$ cat src/rtl/accu_pkg.sv
// Shared constants, FSM state type and byte-select helper for the accumulator feeder.
package accu_pkg;

    localparam int BYTE_W    = 8;
    localparam int GROUP_LEN = 4;
    localparam int SUM_W     = 10;
    localparam int GROUP_W   = BYTE_W * GROUP_LEN;

    typedef enum logic {
        IDLE = 1'b0,
        SEND = 1'b1
    } state_t;

    function automatic logic [BYTE_W-1:0] group_byte(input logic [GROUP_W-1:0] grp,
                                                     input logic [1:0]         idx);
        return grp[idx*BYTE_W +: BYTE_W];
    endfunction

endpackage

$ cat src/rtl/accu_group_fifo.sv
// Synchronous group FIFO with a head read port and a look-ahead port for the entry behind the head.
module accu_group_fifo #(
    parameter int DEPTH = 2,
    parameter int WIDTH = 32
) (
    input  logic             clk,
    input  logic             rst_n,
    input  logic             push,
    input  logic             pop,
    input  logic [WIDTH-1:0] wr_data,
    output logic [WIDTH-1:0] rd_data,
    output logic [WIDTH-1:0] rd_next,
    output logic             full,
    output logic             empty,
    output logic             multi
);

    localparam int AW = $clog2(DEPTH);
    localparam int CW = AW + 1;

    logic [WIDTH-1:0] mem_q [DEPTH];
    logic [AW-1:0]    wr_ptr_q, wr_ptr_d;
    logic [AW-1:0]    rd_ptr_q, rd_ptr_d;
    logic [CW-1:0]    count_q, count_d;
    logic             push_ok, pop_ok;

    assign full    = (count_q == CW'(DEPTH));
    assign empty   = (count_q == '0);
    assign multi   = (count_q > CW'(1));
    assign push_ok = push & ~full;
    assign pop_ok  = pop & ~empty;
    assign rd_data = mem_q[rd_ptr_q];
    assign rd_next = mem_q[rd_ptr_q + AW'(1)];

    // Pointers wrap naturally because DEPTH is a power of two.
    always_comb begin
        wr_ptr_d = push_ok ? wr_ptr_q + AW'(1) : wr_ptr_q;
        rd_ptr_d = pop_ok  ? rd_ptr_q + AW'(1) : rd_ptr_q;
        count_d  = count_q + CW'(push_ok) - CW'(pop_ok);
    end

    always_ff @(posedge clk or negedge rst_n) begin
        if (!rst_n) begin
            wr_ptr_q <= '0;
            rd_ptr_q <= '0;
            count_q  <= '0;
        end else begin
            wr_ptr_q <= wr_ptr_d;
            rd_ptr_q <= rd_ptr_d;
            count_q  <= count_d;
        end
    end

    always_ff @(posedge clk) begin
        if (push_ok) begin
            mem_q[wr_ptr_q] <= wr_data;
        end
    end

endmodule

$ cat src/rtl/accu_feeder.sv
// Serialises buffered 32-bit groups into bytes for an accumulator.
// Optional per-group byte sum enabled by defining ACCU_FEEDER_SUM_EN.
module accu_feeder
    import accu_pkg::*;
#(
    parameter int DEPTH = 2
) (
    input  logic        clk,
    input  logic        rst_n,
    input  logic [31:0] data_in,
    input  logic        valid_in,
    output logic        ready_in,
    output logic [7:0]  data_out,
    output logic        valid_out,
    input  logic        out_ready,
    output logic        last_out,
    output logic [9:0]  sum_out,
    output logic        sum_valid
);

    logic [GROUP_W-1:0] head, head_next, next_grp;
    logic               fifo_full, fifo_empty, fifo_multi;
    logic               push, pop, xfer, next_avail;

    logic               up_q, up_d;
    state_t             state_q, state_d;
    logic [1:0]         idx_q, idx_d;
    logic [BYTE_W-1:0]  data_out_q, data_out_d;
    logic               valid_out_q, valid_out_d;
    logic               last_out_q, last_out_d;

    assign ready_in  = up_q & ~fifo_full;
    assign push      = valid_in & ready_in;
    assign xfer      = valid_out_q & out_ready;
    assign pop       = xfer & (idx_q == 2'd3);
    assign data_out  = data_out_q;
    assign valid_out = valid_out_q;
    assign last_out  = last_out_q;

    // The group behind the head is either already buffered or arriving this very cycle.
    assign next_avail = fifo_multi | push;
    assign next_grp   = fifo_multi ? head_next : data_in;

    accu_group_fifo #(
        .DEPTH (DEPTH),
        .WIDTH (GROUP_W)
    ) u_fifo (
        .clk     (clk),
        .rst_n   (rst_n),
        .push    (push),
        .pop     (pop),
        .wr_data (data_in),
        .rd_data (head),
        .rd_next (head_next),
        .full    (fifo_full),
        .empty   (fifo_empty),
        .multi   (fifo_multi)
    );

    always_comb begin
        up_d        = 1'b1;
        state_d     = state_q;
        idx_d       = idx_q;
        data_out_d  = data_out_q;
        valid_out_d = valid_out_q;
        case (state_q)
            IDLE: begin
                if (!fifo_empty) begin
                    state_d     = SEND;
                    idx_d       = 2'd0;
                    data_out_d  = group_byte(head, 2'd0);
                    valid_out_d = 1'b1;
                end
            end
            SEND: begin
                if (xfer) begin
                    if (idx_q != 2'd3) begin
                        idx_d      = idx_q + 2'd1;
                        data_out_d = group_byte(head, idx_q + 2'd1);
                    end else if (next_avail) begin
                        idx_d      = 2'd0;
                        data_out_d = group_byte(next_grp, 2'd0);
                    end else begin
                        state_d     = IDLE;
                        idx_d       = 2'd0;
                        data_out_d  = '0;
                        valid_out_d = 1'b0;
                    end
                end
            end
            default: state_d = IDLE;
        endcase
        last_out_d = valid_out_d & (idx_d == 2'd3);
    end

    always_ff @(posedge clk or negedge rst_n) begin
        if (!rst_n) begin
            up_q        <= 1'b0;
            state_q     <= IDLE;
            idx_q       <= 2'd0;
            data_out_q  <= '0;
            valid_out_q <= 1'b0;
            last_out_q  <= 1'b0;
        end else begin
            up_q        <= up_d;
            state_q     <= state_d;
            idx_q       <= idx_d;
            data_out_q  <= data_out_d;
            valid_out_q <= valid_out_d;
            last_out_q  <= last_out_d;
        end
    end

`ifdef ACCU_FEEDER_SUM_EN
    logic [SUM_W-1:0] acc_q, acc_d;
    logic [SUM_W-1:0] sum_out_q, sum_out_d;
    logic             done_q, done_d;
    logic             sum_valid_q, sum_valid_d;

    // Byte 0 seeds the running sum; the result publishes one edge after byte 3 leaves.
    always_comb begin
        acc_d = acc_q;
        if (xfer) begin
            acc_d = (idx_q == 2'd0) ? SUM_W'(data_out_q) : acc_q + SUM_W'(data_out_q);
        end
        done_d      = pop;
        sum_valid_d = done_q;
        sum_out_d   = done_q ? acc_q : sum_out_q;
    end

    always_ff @(posedge clk or negedge rst_n) begin
        if (!rst_n) begin
            acc_q       <= '0;
            done_q      <= 1'b0;
            sum_out_q   <= '0;
            sum_valid_q <= 1'b0;
        end else begin
            acc_q       <= acc_d;
            done_q      <= done_d;
            sum_out_q   <= sum_out_d;
            sum_valid_q <= sum_valid_d;
        end
    end

    assign sum_out   = sum_out_q;
    assign sum_valid = sum_valid_q;
`else
    assign sum_out   = '0;
    assign sum_valid = 1'b0;
`endif

endmodule

$ cat config.mk
export PLATFORM = sky130hd
export DESIGN_NAME = accu_feeder
export DESIGN_NICKNAME = d
export VERILOG_FILES = /design/src/rtl/accu_pkg.sv /design/src/rtl/accu_group_fifo.sv /design/src/rtl/accu_feeder.sv
export SDC_FILE = /design/constraint.sdc
export NUM_CORES = 1
export LEC_CHECK = 0
export ABC_AREA = 1
export ABC_CLOCK_PERIOD_IN_PS = 3650
export CORE_MARGIN = 2
export CORE_UTILIZATION = 33
export CTS_BUF_LIST = sky130_fd_sc_hd__clkbuf_2 sky130_fd_sc_hd__clkbuf_4 sky130_fd_sc_hd__clkbuf_8
export DETAILED_ROUTE_END_ITERATION = 8
export PLACE_DENSITY = 0.62
export SETUP_SLACK_MARGIN = 0.3
export SKIP_LAST_GASP = 1
export SYNTH_ARGS = -nofsm -noshare
export SYNTH_HDL_FRONTEND = slang
export SYNTH_SLANG_ARGS = --single-unit
$ cat constraint.sdc
create_clock -name clk -period 3.65 [get_ports clk]
set_input_delay 0.5475 -clock clk [delete_from_list [all_inputs] [get_ports clk]]
set_output_delay 0.5475 -clock clk [all_outputs]
set_load 0.005 [all_outputs]
# == Word level (Yosys, flattened, before mapping) ==
# Memories as Yosys holds them, arrays and structs flattened.
# Cells that the tools add are included.
# totals
reg_bits,18
latch_bits,0
ramBits,64
mem_bits_ro,0
inputBits,36
output_inout_bits,22
wordCells,58
n_memories,1
# classes
addsub,5
multipliers,0
n_div,0
order_cmp,1
eq_ne,6
n_shift,1
n_mux,22
bitwise,11
n_reduce_logical,2
# mem_list
memory,words,width,read_ports,rd_clocked_by_memory_dff,write_ports,line_no,rtl
u_fifo.mem_q,2,32,2,0,1,accu_group_fifo.sv:21,logic [WIDTH-1:0] mem_q [DEPTH];
# op_table
cell,count
$mux W8,5
$shiftx A32 B6 Y8,1
$pmux W8 S2,1
$mux W1,10
$and A1 B1 Y1,7
$eq A2 B2 Y1 const B,3
$mux W2,3
$ne A2 B2 Y1 const B,3
$pmux W1 S2,2
$pmux W2 S2,1
$not A1 Y1,3
$add A1 B1 Y1 const B,2
$add A2 B1 Y2,1
$add A2 B1 Y2 const B,1
$gt A2 B1 Y1 const B,1
$logic_not A2 Y1,1
$reduce_and A2 Y1,1
$sub A2 B1 Y2,1
$or A1 B1 Y1,1

# == Logic depth before layout (Yosys ltp) ==
# logic_depth
ltp_word,10
mapped_depth,10
depth_no_buf,9

# == Hierarchy ==
# From an unflattened synthesis, not the netlist that was laid out.
# hier_totals
hier_cells,491
hier_area_um2,4315.4
# by_module_without_submodules
module,instances,cells_each,area_each_um2,seq_area_each_um2
accu_group_fifo,1,273,3035.4,2021.9
accu_feeder,1,218,1280.0,350.3

# == Worst setup path after synthesis ==
# OpenSTA, ideal clock, no wires.
# synth_timing
path_kind,register -> register
start,register u_fifo.count_q[1]
end,memory u_fifo.mem_q[0][0] (enable)
setup_time_ns,0.421
arrival_ns,2.072
path_slack_ns,1.157
stages_incl_launch_ff,5
synth_period_minus_slack_ns,2.493
cell_sequence,dfrtp_1 -> buf_4 -> nand2_2 -> nand3_4 -> nor2_1
# synth_via
elab_chain_cells,7
# synth_rtl
element,line_no,rtl
start: declaration,accu_group_fifo.sv:24,"logic [CW-1:0] count_q, count_d;"
start signal: assignment,accu_group_fifo.sv:50,count_q <= count_d;
$eq A2 B2 Y1 (*),accu_group_fifo.sv:27,assign full = (count_q == CW'(DEPTH));
$not A1 Y1 (*),"accu_group_fifo.sv:30, accu_feeder.sv:32",
$and A1 B1 Y1,accu_feeder.sv:32,assign ready_in = up_q & ~fifo_full;
$and A1 B1 Y1,accu_feeder.sv:33,assign push = valid_in & ready_in;
$and A1 B1 Y1 (*),accu_group_fifo.sv:30,assign push_ok = push & ~full;
$mux W1 (*),accu_group_fifo.sv:55,if (push_ok) begin
$mux W1 (not written as such) (*),accu_group_fifo.sv:56,mem_q[wr_ptr_q] <= wr_data;
end: declaration,accu_group_fifo.sv:21,
# Mark *: on every way between the ends. The rest lies on a longest branch, timed or not.

# == Worst setup path in the final report ==
# layout_timing
start,register u_fifo.count_q[1]
end,output port ready_in
# layout_via
elab_chain_cells,3
# layout_rtl
element,line_no,rtl
$eq A2 B2 Y1,accu_group_fifo.sv:27,
$not A1 Y1,accu_feeder.sv:32,
$and A1 B1 Y1,accu_feeder.sv:32,
end: declaration,accu_feeder.sv:12,"output logic ready_in,"
# No other way between the ends.

==> results.sh <==
export IMPL_clk_pin_slew_ns=0.08
export IMPL_r2r_slack_ns=1.61
export IMPL_top_usage_layer="met2"
export IMPL_io_pins=58
export IMPL_drtIter0Drc=119
export IMPL_synth_cell_types=26
export IMPL_syn_area_um2=4080
export IMPL_fillCellCount=1196
export IMPL_drc_errors=0
export IMPL_clk_latency_ns=0.35
export IMPL_required_ns=3.10
export IMPL_grt_overflow=0
export IMPL_cts_hold_buf=0
export IMPL_multiInputGateArea_um2=1230
export IMPL_cts_htree_levels=3
export IMPL_path_max_fanout=11
export IMPL_ant_nets=0
export IMPL_postCtsResizedCells=0
export IMPL_maxSlewViolCount=0
export IMPL_synth_seq_area_share_pct=58.2
export IMPL_core_um2=12100
export IMPL_syn_avg_cell_area_um2=8.86
export IMPL_die_w_um=115
export IMPL_worstPathArrival_ns=1.66
export IMPL_grt_max_degree=42
export IMPL_final_setup_viol_count=0
export IMPL_worstSetupEndpointType="output port"
export IMPL_syn_to_final_growth_pct=19.4
export IMPL_irDropWorstVdd_uv=230
export IMPL_grt_use_met1_pct=17.4
export IMPL_regArea_um2=2370
export IMPL_clock_path_buffers=2
export IMPL_antenna_found_initial=0
export IMPL_final_cells=677
export IMPL_drive_gt1_share_pct=9.23
export IMPL_cts_root_buf="clkbuf_8"
export IMPL_p_per_area_nw_per_um2=756
export IMPL_final_util_pct=40.4
export IMPL_worst_slew_margin_rel_pct=47.7
export IMPL_setup_tns_ns=0
export IMPL_gr_usage_met3_pct=3.16
export IMPL_postLayoutCellArea_um2=4870
export IMPL_rsz0062_at_grt="false"
export IMPL_hp_class="register to register"
export IMPL_max_slew_worst_pin_slew_ns=0.782
export IMPL_placed_cells=661
export IMPL_place_congestion=0.874
export IMPL_hold_depth=2
export IMPL_grt_use_met2_pct=22.0
export IMPL_first_pass_iters=4
export IMPL_pre_cts_slack_ns=1.47
export IMPL_hold_violations=0
export IMPL_hp_start="data_out[4]"
export IMPL_grtUsageTotal_pct=13.5
export IMPL_r2r_end="u_fifo.count_q[1]"
export IMPL_setup_ws_ns=1.44
export IMPL_grt_pass1_vias=2875
export IMPL_cts_buffers=9
export IMPL_ys_warn_count=0
export IMPL_fin_skew_ns=0.00911
export IMPL_fin_nets=543
export IMPL_hpwl_um=5770
export IMPL_vias=2890
export IMPL_dpl_instance_area_um2=4640
export IMPL_power_mw=3.68
export IMPL_final_common_cell="nand2_1"
export IMPL_final_cell_mix="nand2_1, inv_1, edfxtp_1"
export IMPL_n_antenna_cell=0
export IMPL_cts_tree="done"
export IMPL_rows=40
export IMPL_initial_core_util_pct=33.8
export IMPL_wl_per_cell_um=12.3
export IMPL_power_leakage_nw=2.28
export IMPL_dieArea_um2=13300
export IMPL_dieHeight_um=115
export IMPL_reg2reg_from="idx_q[0]"
export IMPL_reg2reg_depth=8
export IMPL_fin_crit_sh_pct=60.6
export IMPL_holdPathEnd="data_out[4]"
export IMPL_grt_pass1_wl_um=13800
export IMPL_crit_type="register to output port"
export IMPL_cp_start_kind="register"
export IMPL_viasPerCell=4.27
export IMPL_max_freq_ghz=0.452
export IMPL_routed_wl_um=8330
export IMPL_status="finished clean"
export IMPL_clock_sinks=82
export IMPL_ys_ff_latch=82
export IMPL_period_minus_slack_ns=2.21
export IMPL_hold_ws_ns=0.488
export IMPL_post_cts_setup_buffers=0
export IMPL_portBuffers=46
export IMPL_syn_instance_count=460
export IMPL_maxCapViolations=0
layout make-up:
cell class                      count  area share [%]
Timing Repair Buffer               50            10.1
Inverter                           86            6.79
Clock inverter                      6            2.01
Sequential cell                    82            48.7
Multi-Input combinational cell    275            25.4
Tap cell                          168            4.32
Clock buffer                       10            2.70
state kept, by name (all words and copies together) (netlist names):
| name | cells |
|---|---|
| idx_q | 2 |
| valid_out | 1 |
| u_fifo.count_q | 2 |
| u_fifo.rd_ptr_q | 1 |
| data_out | 8 |
| last_out | 1 |
| up_q | 1 |
| u_fifo.wr_ptr_q | 1 |
| state_q | 1 |
| u_fifo.mem_q | 64 |
critical path: stages, from the launching register on:
cell	delay, ns
dfrtp_1	0.56
a21boi_0	0.24
clkdlybuf4s50_1	0.52
synth_stat cells:
| cell | number | area [um2] |
|---|---|---|
| nand3_4 | 1 | 17.5 |
| nand2_1 | 178 | 668 |
| nand2_4 | 2 | 22.5 |
| edfxtp_1 | 64 | 1920 |
| inv_2 | 12 | 45.0 |
| xnor2_1 | 1 | 8.76 |
| a21boi_0 | 1 | 7.51 |
| nand3_2 | 1 | 10.0 |
| buf_2 | 8 | 40.0 |
| conb_1 | 2 | 7.51 |
| o22ai_1 | 2 | 12.5 |
| ha_1 | 3 | 37.5 |
| inv_4 | 1 | 6.26 |
| buf_4 | 19 | 143 |
| nand3_1 | 50 | 250 |
| a21oi_2 | 2 | 17.5 |
| nor2_1 | 4 | 15.0 |
| nand4_1 | 8 | 50.1 |
| o21ai_1 | 1 | 5.00 |
| nor2_2 | 2 | 12.5 |
| inv_6 | 1 | 8.76 |
| a21oi_1 | 1 | 5.00 |
| inv_1 | 72 | 270 |
| dfrtp_1 | 18 | 450 |
| nand2_2 | 3 | 18.8 |
| xor2_1 | 3 | 26.3 |
cells by family after synthesis:
family / count (synthesis) / synth area share, %
XOR/XNOR: 4 / 0.859
AND/OR/NAND/NOR: 249 / 26.1
adder cells (fa/ha/maj): 3 / 0.921
buffers and inverters: 113 / 12.6
other: 2 / 0.184
flip-flops: 82 / 58.2
AO/OA/AOI/OAI: 7 / 1.17
worst max-delay path by stage:
| stage | cells past startpoint | end | slack (ns) | start |
|---|---|---|---|---|
| global placement | 8 | u_fifo.count_q[1] | 1.50 | out_ready |
| finish | 2 | ready_in | 1.44 | u_fifo.count_q[1] |
| global route | 2 | ready_in | 1.33 | u_fifo.count_q[1] |
| CTS | 2 | ready_in | 1.40 | u_fifo.count_q[1] |
| floorplan | 4 | u_fifo.mem_q[0][0] | 1.16 | u_fifo.count_q[1] |
| detailed placement | 8 | u_fifo.count_q[1] | 1.47 | out_ready |
where the power goes:
part           leakage [nW]  internal [mW]  switching [mW]  total [mW]
sequential            0.801           1.20           0.101        1.30
combinational          1.36          0.585            1.06        1.64
clock                 0.116          0.402           0.333       0.736
per-layer routing:
metal / vias up / wire [um]
met3: 8 / 393
met5: - / 0
li1: 1496 / -
met1: 1317 / 3890
met2: 69 / 3910
met4: 0 / 133
No activity file was read; power rests on OpenSTA's default activity.
